$ cat src/rtl/int_ctrl_pkg.sv
// Shared types and sizes for the interrupt controller.
// Holds the source count, cause width, FSM state type and a one-hot helper.
package int_ctrl_pkg;

    localparam int NUM_SRC = 8;
    localparam int CAUSE_W = 3;

    typedef enum logic [1:0] {
        IDLE    = 2'd0,
        REQ     = 2'd1,
        SERVICE = 2'd2
    } state_e;

    function automatic logic [NUM_SRC-1:0] onehot(input logic [CAUSE_W-1:0] idx);
        logic [NUM_SRC-1:0] v;
        v = '0;
        v[idx] = 1'b1;
        return v;
    endfunction

endpackage

$ cat src/rtl/int_prio_enc.sv
// Fixed-priority encoder: reports the lowest-numbered set bit of req_i.
// Purely combinational; valid_o is low when no bit is set.
module int_prio_enc
    import int_ctrl_pkg::*;
(
    input  logic [NUM_SRC-1:0] req_i,
    output logic               valid_o,
    output logic [CAUSE_W-1:0] idx_o
);

    // Scan downwards so the last hit, the lowest index, wins.
    always_comb begin
        valid_o = 1'b0;
        idx_o   = '0;
        for (int i = NUM_SRC - 1; i >= 0; i--) begin
            if (req_i[i]) begin
                valid_o = 1'b1;
                idx_o   = CAUSE_W'(i);
            end
        end
    end

endmodule

$ cat src/rtl/int_ctrl.sv
// Interrupt controller: pending/mask registers, priority pick, IDLE/REQ/SERVICE handshake.
// Define INT_CTRL_EDGE_DETECT_EN to capture rising edges of Int instead of levels.
module int_ctrl
    import int_ctrl_pkg::*;
(
    input  logic               CLK,
    input  logic               Reset,
    input  logic [NUM_SRC-1:0] Int,
    input  logic               mask_we,
    input  logic [NUM_SRC-1:0] mask_wdata,
    input  logic               ack,
    input  logic               done,
    output logic               irq,
    output logic [CAUSE_W-1:0] cause,
    output logic [NUM_SRC-1:0] pend,
    output logic [NUM_SRC-1:0] mask
);

    state_e               state_q, state_d;
    logic [NUM_SRC-1:0]   pend_q, pend_d;
    logic [NUM_SRC-1:0]   mask_q, mask_d;
    logic [CAUSE_W-1:0]   cause_q, cause_d;
    logic [NUM_SRC-1:0]   cap;
    logic [NUM_SRC-1:0]   clr;
    logic                 win_vld;
    logic [CAUSE_W-1:0]   win_idx;

`ifdef INT_CTRL_EDGE_DETECT_EN
    logic [NUM_SRC-1:0]   int_q;

    always_ff @(posedge CLK) begin
        if (Reset) begin
            int_q <= '0;
        end else begin
            int_q <= Int;
        end
    end

    assign cap = Int & ~int_q;
`else
    assign cap = Int;
`endif

    int_prio_enc u_prio_enc (
        .req_i   (pend_q & mask_q),
        .valid_o (win_vld),
        .idx_o   (win_idx)
    );

    // cause is only loaded on IDLE->REQ, so it stays frozen through REQ and SERVICE.
    always_comb begin
        state_d = state_q;
        cause_d = cause_q;
        clr     = '0;
        case (state_q)
            IDLE: begin
                if (win_vld) begin
                    state_d = REQ;
                    cause_d = win_idx;
                end
            end
            REQ: begin
                if (ack) begin
                    state_d = SERVICE;
                    clr     = onehot(cause_q);
                end
            end
            SERVICE: begin
                if (done) begin
                    state_d = IDLE;
                end
            end
            default: state_d = IDLE;
        endcase
        pend_d = (pend_q & ~clr) | cap;
        mask_d = mask_we ? mask_wdata : mask_q;
    end

    always_ff @(posedge CLK) begin
        if (Reset) begin
            state_q <= IDLE;
            pend_q  <= '0;
            mask_q  <= '0;
            cause_q <= '0;
        end else begin
            state_q <= state_d;
            pend_q  <= pend_d;
            mask_q  <= mask_d;
            cause_q <= cause_d;
        end
    end

    assign irq   = (state_q == REQ);
    assign cause = cause_q;
    assign pend  = pend_q;
    assign mask  = mask_q;

endmodule

$ cat config.mk
export PLATFORM = sky130hd
export DESIGN_NAME = int_ctrl
export DESIGN_NICKNAME = d
export VERILOG_FILES = /design/src/rtl/int_ctrl_pkg.sv /design/src/rtl/int_prio_enc.sv /design/src/rtl/int_ctrl.sv
export SDC_FILE = /design/constraint.sdc
export NUM_CORES = 1
export LEC_CHECK = 0
export ABC_CLOCK_PERIOD_IN_PS = 2700
export BUFFER_PORTS_ARGS = -buffer_cell sky130_fd_sc_hd__buf_2
export CELL_PAD_IN_SITES_DETAIL_PLACEMENT = 0
export CELL_PAD_IN_SITES_GLOBAL_PLACEMENT = 1
export CORE_ASPECT_RATIO = 1.25
export CORE_MARGIN = 3
export CORE_UTILIZATION = 34
export CTS_CLUSTER_SIZE = 14
export DETAILED_ROUTE_END_ITERATION = 8
export PLACE_DENSITY_LB_ADDON = 0.1
export SLEW_MARGIN = 20
export SYNTH_ARGS = -nofsm -noshare
export SYNTH_HDL_FRONTEND = slang
export SYNTH_SLANG_ARGS = --single-unit
$ cat constraint.sdc
create_clock -name CLK -period 2.7 [get_ports CLK]
set_input_delay 0.135 -clock CLK [delete_from_list [all_inputs] [get_ports CLK]]
set_output_delay 0.135 -clock CLK [all_outputs]
set_load 0.02 [all_outputs]
==> results by group <==
Run status
  • Run status: completed

Timing
  • Finish-stage setup viols: 0
  • Crit share post-route: 44.6%
  • Headroom to the max-slew limit: 74.2%
  • RSZ-0062 raised after global routing: false
  • Setup TNS Final: 0 ps
  • Final hold violation count: 0
  • Actual slew at the worst max-slew pin: 388 ps
  • Worst Hold Margin: 45.1 ps
  • Crit path time final: 1200 ps
  • Fmax: 830 MHz
  • Setup clock skew after layout: 9.51 ps
  • Worst setup margin: 1500 ps
  • Fin. max-slew vios: 0

Drt
  • Number of detailed-route iterations in the first pass: 5
  • Starting DRT DRC Count: 11
  • Number of nets with antenna violations after routing: 0
  • Residual DRC: 0
  • Number of vias per cell: 4.95
  • Total number of vias: 886
  • Total detailed-routing wirelength: 2180 um
  • Final routed wire length divided by cell count: 12.2 um

Clocking
  • Worst-Skew Late Latency: 300 ps
  • # hold bufs at CTS: 0
  • Clock root buffer: clkbuf_4
  • Number of buffers on the longest clock path: 2
  • Number of CTS-inserted buffers: 3
  • Setup fix buffers added after clock tree synthesis: 0
  • Clock transition at the registers of the reported paths: 120 ps
  • Number of H-tree levels: 1
  • Clk sinks: 21
  • Total of cells resized after clock tree synthesis: 0
  • CTS tree: yes

Placed design
  • Hpwl dp: 1690 um
  • Placed Cells: 175
  • Count of port buffers added during placement: 40
  • Area after DPL: 1130 um2
  • Pre-CTS setup slack: 1520 ps
  • Routability Congestion: 0.766

Layout
  • Ant diodes: 0
  • Net count, final: 168
  • Fraction of layout cells with a size suffix above 1: 32.9%
  • Syn-to-layout area delta: 28.2%
  • Final Instance Count excl. Fillers: 179
  • Total non-filler cell area in the finished layout: 1160 um2

Global route
  • GRT Overall Usage: 15.1%
  • Pin count of the biggest net entering global routing: 23
  • GRT overflow: 0
  • Vias in the first global route: 855
  • Wire length of the first global-routing pass: 3850 um
  • Number of antenna violations at the first check in global routing: 0

Worst setup path
  • Worst EP required: 2570 ps
  • Slack of the worst reg-to-reg path: 1510 ps
  • Reg2Reg Launch Point: state_q[1]$_SDFFE_PP0P_
  • Type of element capturing the critical path: output port
  • Critical path fanouts, max: 5
  • Worst-case reg-to-reg path depth: 4
  • Endpoint arrival time on the critical path: 1070 ps
  • Crit path kind: flop to output port
  • Kind of start point of the critical path: flop
  • Reg-to-reg endpoint: pend[1]$_SDFF_PP0_

Synth
  • Mean post-synth cell area: 8.62 um2
  • Cell accounting for the most synthesized area: dfxtp_1
  • Number of unique standard cell types used by synthesis: 29
  • Warnings, synthesis: 0
  • Leading cell types by total area after synthesis: dfxtp_1 (46%), mux2i_1 (8.9%), a21oi_1 (8.3%)
  • Number of register bits inferred by synthesis: 21
  • Number of synthesized flops with an enable pin: 0
  • Netlist area before placement: 905 um2
  • Most frequently used flop master after synthesis: dfxtp_1
  • Proportion of synthesized chip area in sequential cells: 46.5%
  • Net count of the mapped netlist: 126
  • Number of instances in the synthesized netlist: 105
  • Most instantiated library cell after synthesis: dfxtp_1
  • Share of async-settable or async-resettable flops after synthesis: 0%
  • Top cells by count, synth: dfxtp_1 (21), a21oi_1 (15), nor2_1 (12)
  • Area fraction of the dominant cell type after synthesis: 46.5%

Hold path
  • End point of the worst hold path: pend[5]$_SDFF_PP0_
  • Number of instances on the worst hold path: 3
  • Hold path startpoint: Int[5]
  • Type of the most critical hold path: input pin to flop

Pwr
  • Reported leakage power: 0.569 nW
  • Worst supply voltage drop on vdd: 0.000299 V
  • Total power divided by cell area: 554 nW/um2

Floorplan
  • Effective utilization at floorplan: 36.5%
  • Boundary Pins: 41
  • Floorplan Core Area: 2480 um2
  • Die span in y: 63.7 um
  • Horiz. Die Dim: 52.1 um
  • Overall die area: 3320 um2
  • Number of rows in the core area: 20

Run
  • Count of max-cap constraint violations: 0
state kept, by name, indices dropped and copies added, names as in the netlist:
register	count
state_q	2
pend	8
mask	8
cause	3
area by class of cell:
cell class              instances  area, um2
inverters                       9       33.8
flip-flops and latches         21        420
well taps                      33       41.3
repair buffers                 40        200
clock buffers                   4       26.3
fillers                       266       1320
multi-input cells              72        438
power breakdown:
part	internal [W]	switching, W	total, W
clock	0.0000575	0.0000921	0.000150
sequential	0.000333	0.0000266	0.000359
combinational	0.0000571	0.0000765	0.000134
logic make-up (layout without fill, tap and decap cells):
logic type | count (synthesis) | count (layout) | synth area share, %
DFF | 21 | 21 | 46.5
and+or+nand+nor | 31 | 31 | 16.7
buffers and inverters | 12 | 53 | 5.12
muxes | 8 | 8 | 8.85
AOI/OAI and AO/OA | 33 | 33 | 22.8
worst max-delay path by stage:
stage	from	to	slack (ps)	depth (start not counted)
4_1_cts	state_q[1]$_SDFFE_PP0P_	irq	1490	2
3_3_place_gp	state_q[0]$_SDFFE_PP0P_	pend[1]$_SDFF_PP0_	1520	4
5_1_grt	state_q[0]$_SDFFE_PP0P_	pend[1]$_SDFF_PP0_	1370	4
3_5_place_dp	state_q[1]$_SDFFE_PP0P_	pend[1]$_SDFF_PP0_	1520	4
6_report	state_q[1]$_SDFFE_PP0P_	irq	1500	2
2_1_floorplan	state_q[1]$_SDFFE_PP0P_	pend[1]$_SDFF_PP0_	1510	4
routing by layer:
layer / part of all wire [%] / vias to the layer above / track usage (%)
met3: 7.1 / 2 / 2.36
met1: 44 / 406 / 19.5
met5: 0 / - / 0
met4: 0.83 / 0 / 6.71
li1: - / 451 / -
met2: 48 / 27 / 24.2
metrics by stage:
| step | power (W) | util [%] |
|---|---|---|
| after floorplan | 0.000450 | - |
| after global placement | 0.000501 | 45.8 |
| after detailed placement | 0.000501 | 45.8 |
| after CTS | 0.000651 | 46.8 |
| after global routing | 0.000680 | 46.8 |
| final | 0.000642 | 46.8 |
cell usage in the layout, fill, tap and decap left out, types with 2 or more instances in the layout:
cell and n:
nand2_1 5, nor3_1 2, nor2_1 12, nand2b_1 4
a22oi_1 3, clkbuf_4 3, inv_1 9, buf_2 40
nand3_1 2, dfxtp_1 21, a21oi_1 15, mux2i_1 8
o21ai_0 6
critical path: stages, from the launching register on:
cell and delay, ps:
dfxtp_1 390, and2b_1 220, buf_2 160
Note: power is estimated with default switching activity, not from simulation.
